$ cat src/rtl/mem_access_ctrl_if.sv
// rtl/mem_access_ctrl_if.sv - CPU/memory-side signal bundle for the LC-3 memory-access stage
interface mem_access_ctrl_if #(
  parameter int DATA_W = 16,
  parameter int ADDR_W = 16
) ();
  logic              LD_MAR;
  logic              LD_MDR;
  logic              Mem_Start;
  logic              Mem_WE;
  logic [DATA_W-1:0] Bus_In;
  logic [DATA_W-1:0] Mem_Data_In;
  logic [ADDR_W-1:0] MAR_Out;
  logic [DATA_W-1:0] MDR_Out;
  logic [ADDR_W-1:0] Mem_Addr;
  logic [DATA_W-1:0] Mem_Data_Out;
  logic              Mem_CE_n;
  logic              Mem_OE_n;
  logic              Mem_WE_n;
  logic              Mem_Ready;
  logic              Busy;

  // Control FSM, CPU bus and SRAM model side
  modport master (
    output LD_MAR, LD_MDR, Mem_Start, Mem_WE, Bus_In, Mem_Data_In,
    input  MAR_Out, MDR_Out, Mem_Addr, Mem_Data_Out,
    input  Mem_CE_n, Mem_OE_n, Mem_WE_n, Mem_Ready, Busy
  );

  // Memory-access stage side
  modport slave (
    input  LD_MAR, LD_MDR, Mem_Start, Mem_WE, Bus_In, Mem_Data_In,
    output MAR_Out, MDR_Out, Mem_Addr, Mem_Data_Out,
    output Mem_CE_n, Mem_OE_n, Mem_WE_n, Mem_Ready, Busy
  );
endinterface

$ cat src/rtl/mem_access_ctrl.sv
// rtl/mem_access_ctrl.sv - MAR/MDR owner sequencing fixed-wait-state SRAM read/write cycles
module mem_access_ctrl #(
  parameter int WAIT_STATES = 2,
  parameter int DATA_W      = 16,
  parameter int ADDR_W      = 16
) (
  input logic              Clk,
  input logic              Reset_n,
  mem_access_ctrl_if.slave bus
);

  typedef enum logic [1:0] {
    IDLE   = 2'd0,
    ACCESS = 2'd1,
    DONE   = 2'd2
  } state_t;

  localparam logic [3:0] LAST_CNT = 4'(WAIT_STATES - 1);

  state_t            state;
  state_t            state_next;
  logic [3:0]        cnt;
  logic              we_lat;
  logic [ADDR_W-1:0] mar;
  logic [DATA_W-1:0] mdr;
  logic              last_cycle;
  logic              ce_n;
  logic              oe_n;
  logic              we_n;
  logic              ready;
  logic              busy;

  assign last_cycle = (state == ACCESS) && (cnt == LAST_CNT);

  // State register; reset drops straight to IDLE so strobes release at once
  always_ff @(posedge Clk or negedge Reset_n) begin
    if (!Reset_n) begin
      state <= IDLE;
    end else begin
      state <= state_next;
    end
  end

  // Next-state: start from IDLE, hold ACCESS for WAIT_STATES cycles, one DONE cycle
  always_comb begin
    state_next = state;
    case (state)
      IDLE:    if (bus.Mem_Start) state_next = ACCESS;
      ACCESS:  if (cnt == LAST_CNT) state_next = DONE;
      DONE:    state_next = IDLE;
      default: state_next = IDLE;
    endcase
  end

  // Strobe/status decode purely from registered state and latched access type
  always_comb begin
    ce_n  = 1'b1;
    oe_n  = 1'b1;
    we_n  = 1'b1;
    ready = 1'b0;
    busy  = 1'b0;
    case (state)
      ACCESS: begin
        ce_n = 1'b0;
        oe_n = we_lat;
        we_n = ~we_lat;
        busy = 1'b1;
      end
      DONE: begin
        ready = 1'b1;
        busy  = 1'b1;
      end
      default: ;
    endcase
  end

  // MAR/MDR loads in IDLE (before a same-cycle start), wait counter, read capture
  always_ff @(posedge Clk or negedge Reset_n) begin
    if (!Reset_n) begin
      mar    <= '0;
      mdr    <= '0;
      cnt    <= '0;
      we_lat <= 1'b0;
    end else begin
      case (state)
        IDLE: begin
          cnt <= '0;
          if (bus.LD_MAR)    mar    <= ADDR_W'(bus.Bus_In);
          if (bus.LD_MDR)    mdr    <= bus.Bus_In;
          if (bus.Mem_Start) we_lat <= bus.Mem_WE;
        end
        ACCESS: begin
          cnt <= cnt + 4'd1;
          if (last_cycle && !we_lat) mdr <= bus.Mem_Data_In;
        end
        default: cnt <= '0;
      endcase
    end
  end

  assign bus.MAR_Out      = mar;
  assign bus.MDR_Out      = mdr;
  assign bus.Mem_Addr     = mar;
  assign bus.Mem_Data_Out = mdr;
  assign bus.Mem_CE_n     = ce_n;
  assign bus.Mem_OE_n     = oe_n;
  assign bus.Mem_WE_n     = we_n;
  assign bus.Mem_Ready    = ready;
  assign bus.Busy         = busy;

endmodule

$ cat src/flat_wrapper.sv
// flat-port wrapper written by rule: the top's interface ports become plain ports
module mem_access_ctrl_flat 
#(
  parameter int WAIT_STATES = 2,
  parameter int DATA_W      = 16,
  parameter int ADDR_W      = 16
)
  (Clk, Reset_n, bus_LD_MAR, bus_LD_MDR, bus_Mem_Start, bus_Mem_WE, bus_Bus_In, bus_Mem_Data_In, bus_MAR_Out, bus_MDR_Out, bus_Mem_Addr, bus_Mem_Data_Out, bus_Mem_CE_n, bus_Mem_OE_n, bus_Mem_WE_n, bus_Mem_Ready, bus_Busy);
  mem_access_ctrl_if #(.DATA_W(DATA_W), .ADDR_W(ADDR_W)) bus_i ();
  input logic Clk;
  input logic Reset_n;
  input wire logic [$bits(bus_i.LD_MAR)-1:0] bus_LD_MAR;
  input wire logic [$bits(bus_i.LD_MDR)-1:0] bus_LD_MDR;
  input wire logic [$bits(bus_i.Mem_Start)-1:0] bus_Mem_Start;
  input wire logic [$bits(bus_i.Mem_WE)-1:0] bus_Mem_WE;
  input wire logic [$bits(bus_i.Bus_In)-1:0] bus_Bus_In;
  input wire logic [$bits(bus_i.Mem_Data_In)-1:0] bus_Mem_Data_In;
  output wire logic [$bits(bus_i.MAR_Out)-1:0] bus_MAR_Out;
  output wire logic [$bits(bus_i.MDR_Out)-1:0] bus_MDR_Out;
  output wire logic [$bits(bus_i.Mem_Addr)-1:0] bus_Mem_Addr;
  output wire logic [$bits(bus_i.Mem_Data_Out)-1:0] bus_Mem_Data_Out;
  output wire logic [$bits(bus_i.Mem_CE_n)-1:0] bus_Mem_CE_n;
  output wire logic [$bits(bus_i.Mem_OE_n)-1:0] bus_Mem_OE_n;
  output wire logic [$bits(bus_i.Mem_WE_n)-1:0] bus_Mem_WE_n;
  output wire logic [$bits(bus_i.Mem_Ready)-1:0] bus_Mem_Ready;
  output wire logic [$bits(bus_i.Busy)-1:0] bus_Busy;
  assign bus_i.LD_MAR = bus_LD_MAR;
  assign bus_i.LD_MDR = bus_LD_MDR;
  assign bus_i.Mem_Start = bus_Mem_Start;
  assign bus_i.Mem_WE = bus_Mem_WE;
  assign bus_i.Bus_In = bus_Bus_In;
  assign bus_i.Mem_Data_In = bus_Mem_Data_In;
  assign bus_MAR_Out = bus_i.MAR_Out;
  assign bus_MDR_Out = bus_i.MDR_Out;
  assign bus_Mem_Addr = bus_i.Mem_Addr;
  assign bus_Mem_Data_Out = bus_i.Mem_Data_Out;
  assign bus_Mem_CE_n = bus_i.Mem_CE_n;
  assign bus_Mem_OE_n = bus_i.Mem_OE_n;
  assign bus_Mem_WE_n = bus_i.Mem_WE_n;
  assign bus_Mem_Ready = bus_i.Mem_Ready;
  assign bus_Busy = bus_i.Busy;
  mem_access_ctrl #(.WAIT_STATES(WAIT_STATES), .DATA_W(DATA_W), .ADDR_W(ADDR_W)) u_core (.Clk(Clk), .Reset_n(Reset_n), .bus(bus_i));
endmodule
$ cat config.mk
export PLATFORM = sky130hd
export DESIGN_NAME = mem_access_ctrl_flat
export DESIGN_NICKNAME = d
export VERILOG_FILES = /design/src/rtl/mem_access_ctrl_if.sv /design/src/rtl/mem_access_ctrl.sv /design/src/flat_wrapper.sv
export SDC_FILE = /design/constraint.sdc
export NUM_CORES = 1
export LEC_CHECK = 0
export ABC_AREA = 1
export CAP_MARGIN = 20
export CORE_MARGIN = 2
export CORE_UTILIZATION = 36
export DETAILED_ROUTE_END_ITERATION = 16
export PLACE_DENSITY = 0.76
export SKIP_CTS_REPAIR_TIMING = 1
export SYNTH_ARGS = -nofsm -noshare
export SYNTH_HDL_FRONTEND = slang
export SYNTH_SLANG_ARGS = --single-unit
$ cat constraint.sdc
create_clock -name Clk -period 1.4 [get_ports Clk]
set_input_delay 0.28 -clock Clk [delete_from_list [all_inputs] [get_ports Clk]]
set_output_delay 0.28 -clock Clk [all_outputs]
set_load 0.05 [all_outputs]
==> results.py <==
metrics = {
    "outcome": {
        "status": "complete, but fails checks",
        "violations": "setup timing",
    },
    "cts": {
        "clock-sinks": 39,
        "clk_latency_ps": 290,
        "h-tree-depth": 2,
        "tritoncts": "done",
        "path_clk_slew_ps": 80,
        "cts_root_buf": "clkbuf_8",
        "clockBufferDepth": 2,
        "cts_buffers": 5,
    },
    "grt": {
        "gr-total-overflow": 0,
        "grt_pass1_wl_um": 9830,
        "grt_pass1_vias": 1951,
        "met3_usage_pct": 3.71,
        "groute.usage.overall_pct": 19.8,
        "busiest_layer": "met2",
        "grt_max_degree": 22,
        "grt_antenna_before_repair": 0,
        "met1_usage_pct": 24.5,
        "grt_use_met2_pct": 35.6,
    },
    "place": {
        "gp_congestion": 0.744,
        "post-place-ws_ps": -185,
        "hpwlAfterDp_um": 4790,
        "placed_area_um2": 3810,
        "io_buffers": 106,
    },
    "yosys": {
        "synth-seq-cells": 39,
        "yosysSeqAreaShare_pct": 46.5,
        "yosysUniqueCellTypes": 20,
        "yosys.area.top_type_share_pct": 46.5,
        "synth_fp_nets": 276,
        "synth_most_common_cell": "nand2_1",
        "synth_common_cells": "89 x nand2_1, 39 x dfrtp_1, 32 x buf_4",
        "synth-main-ff-cell": "dfrtp_1",
        "synth-edff-count": 0,
        "syn-cell-area_um2": 2100,
        "synth_cells": 232,
        "yosys_warnings": 0,
        "synth-async-reset-ratio_pct": 100,
        "synth.avg_cell_area_um2": 9.04,
        "synth.area.top_cells": "dfrtp_1 47%, nand2_1 16%, buf_4 11%",
        "synth_top_area_cell": "dfrtp_1",
    },
    "floorplan": {
        "rows": 27,
        "die_h_um": 80.3,
        "core-area_um2": 5570,
        "initial_core_util_pct": 37.6,
        "ioPinCount": 107,
        "die_x_um": 80.3,
        "die_area_um2": 6460,
    },
    "detailed_routing": {
        "drt-initial-drc-count": 148,
        "wl_per_cell_um": 16.7,
        "drc": 0,
        "wirelength_um": 6630,
        "drtPass1Iterations": 4,
        "via_per_inst": 4.97,
        "detail-route-antenna-nets": 0,
        "via_count": 1975,
    },
    "cells_and_area": {
        "finalInstanceArea_um2": 4190,
        "fin_nets": 368,
        "syn2layout_area_growth_pct": 99.6,
        "antenna_cells": 0,
        "drive_gt1_share_pct": 44.9,
    },
    "critical_path": {
        "critical_path_required_ps": 1120,
        "r2r_cells": 9,
        "cp_data_arrival_time_ps": 1320,
        "r2r-start": "u_core.state[1]$_DFFE_PN0P_",
        "rrSetupSlack_ps": -110,
        "path_max_fanout": 4,
        "end_kind": "primary output",
        "critPathKind": "flip-flop to primary output",
        "startpoint_type": "flip-flop",
        "r2r_end": "u_core.bus.MDR_Out[5]$_DFFE_PN0P_",
    },
    "sta": {
        "slew_headroom_pct": 70.2,
        "finClkSkew_ps": 10.8,
        "final_hold_viol_count": 0,
        "setup_viol": 25,
        "slew_violations": 0,
        "setup_slack_ps": -195,
        "post-route-period-util_pct": 114,
        "period_needed_ps": 1600,
        "worst_pin_slew_ps": 447,
        "max_freq_ghz": 0.627,
        "rsz0062_at_grt": "yes",
        "timing.setup.tns_ps": -2080,
    },
    "hold_path": {
        "min_path_type": "input port to async pin",
    },
    "job": {
        "max_cap_viol_count": 0,
    },
}
[how the worst max path moves through the flow]
stage                                 from                           endpoint  slack, ps  cells after the start
2_1_floorplan  u_core.state[0]$_DFFE_PN0P_  u_core.bus.MDR_Out[1]$_DFFE_PN0P_         -7                      9
3_3_place_gp                    bus_LD_MDR  u_core.bus.MDR_Out[8]$_DFFE_PN0P_       -120                      5
3_5_place_dp                    bus_LD_MDR  u_core.bus.MDR_Out[4]$_DFFE_PN0P_       -180                      5
4_1_cts        u_core.state[1]$_DFFE_PN0P_                       bus_Mem_CE_n       -330                      5
5_1_grt        u_core.state[1]$_DFFE_PN0P_                       bus_Mem_OE_n       -230                      5
6_report       u_core.state[1]$_DFFE_PN0P_                       bus_Mem_OE_n       -200                      5
[layout by cell type (no fill, tap or decap), types with 3 or more instances in the layout]
| cell type | synthesis | final |
|---|---|---|
| buf_12 | 0 | 72 |
| nand2_1 | 89 | 69 |
| dfrtp_1 | 39 | 39 |
| clkdlybuf4s50_1 | 0 | 36 |
| nand2_2 | 3 | 18 |
| nand4_1 | 16 | 16 |
| mux2_4 | 0 | 16 |
| buf_4 | 32 | 8 |
| buf_6 | 1 | 6 |
| nor2_1 | 5 | 5 |
| nand2_4 | 0 | 5 |
| clkbuf_8 | 0 | 5 |
| inv_2 | 0 | 3 |
| ha_1 | 6 | 3 |
| ha_4 | 0 | 3 |
[state kept, by name (all words and copies together) (netlist names)]
register	flops
u_core.bus.MAR_Out	16
u_core.cnt	4
u_core.bus.MDR_Out	16
u_core.we_lat	1
u_core.state	2
[per-layer routing]
layer,part of all wire [%],vias to the layer above
li1,-,899
met1,37,975
met2,55,93
met3,6.8,8
met4,0.83,0
met5,0,-
[kinds of logic after synthesis]
family / after synthesis / share of synthesized area, %
compound gates: 4 / 0.954
buf+inv: 48 / 15.6
mux: 16 / 8.59
xor+xnor: 1 / 0.417
flops: 39 / 46.5
fa+ha+maj: 6 / 3.58
simple gates: 118 / 24.4
[per-stage QoR]
stage,hold WS [ps],utilization (%),std cells
2_1_floorplan,-15.6,-,232
3_3_place_gp,245,68.3,382
3_5_place_dp,251,68.3,382
4_1_cts,-61.5,70.7,390
5_1_grt,518,75.2,397
6_report,487,75.2,397
[cell type report]
type / count / area (um2)
timing repair buffer: 126 / 1970
sequential: 39 / 976
multi-input combinational: 146 / 991
clock buffer: 6 / 72.6
inverter: 6 / 25.0
fill: 347 / 1390
tap: 72 / 90.1
clock inverter: 2 / 60.1
[worst max-delay path, stage by stage (launching register included)]
cell and delay (ps):
dfrtp_1 400, inv_2 110, ha_4 190, buf_6 120, nand2_4 60, buf_8 150
Power is left out: the tool's default activity adds up to more than one toggle a clock period on the data nets, which glitch-free logic cannot reach.
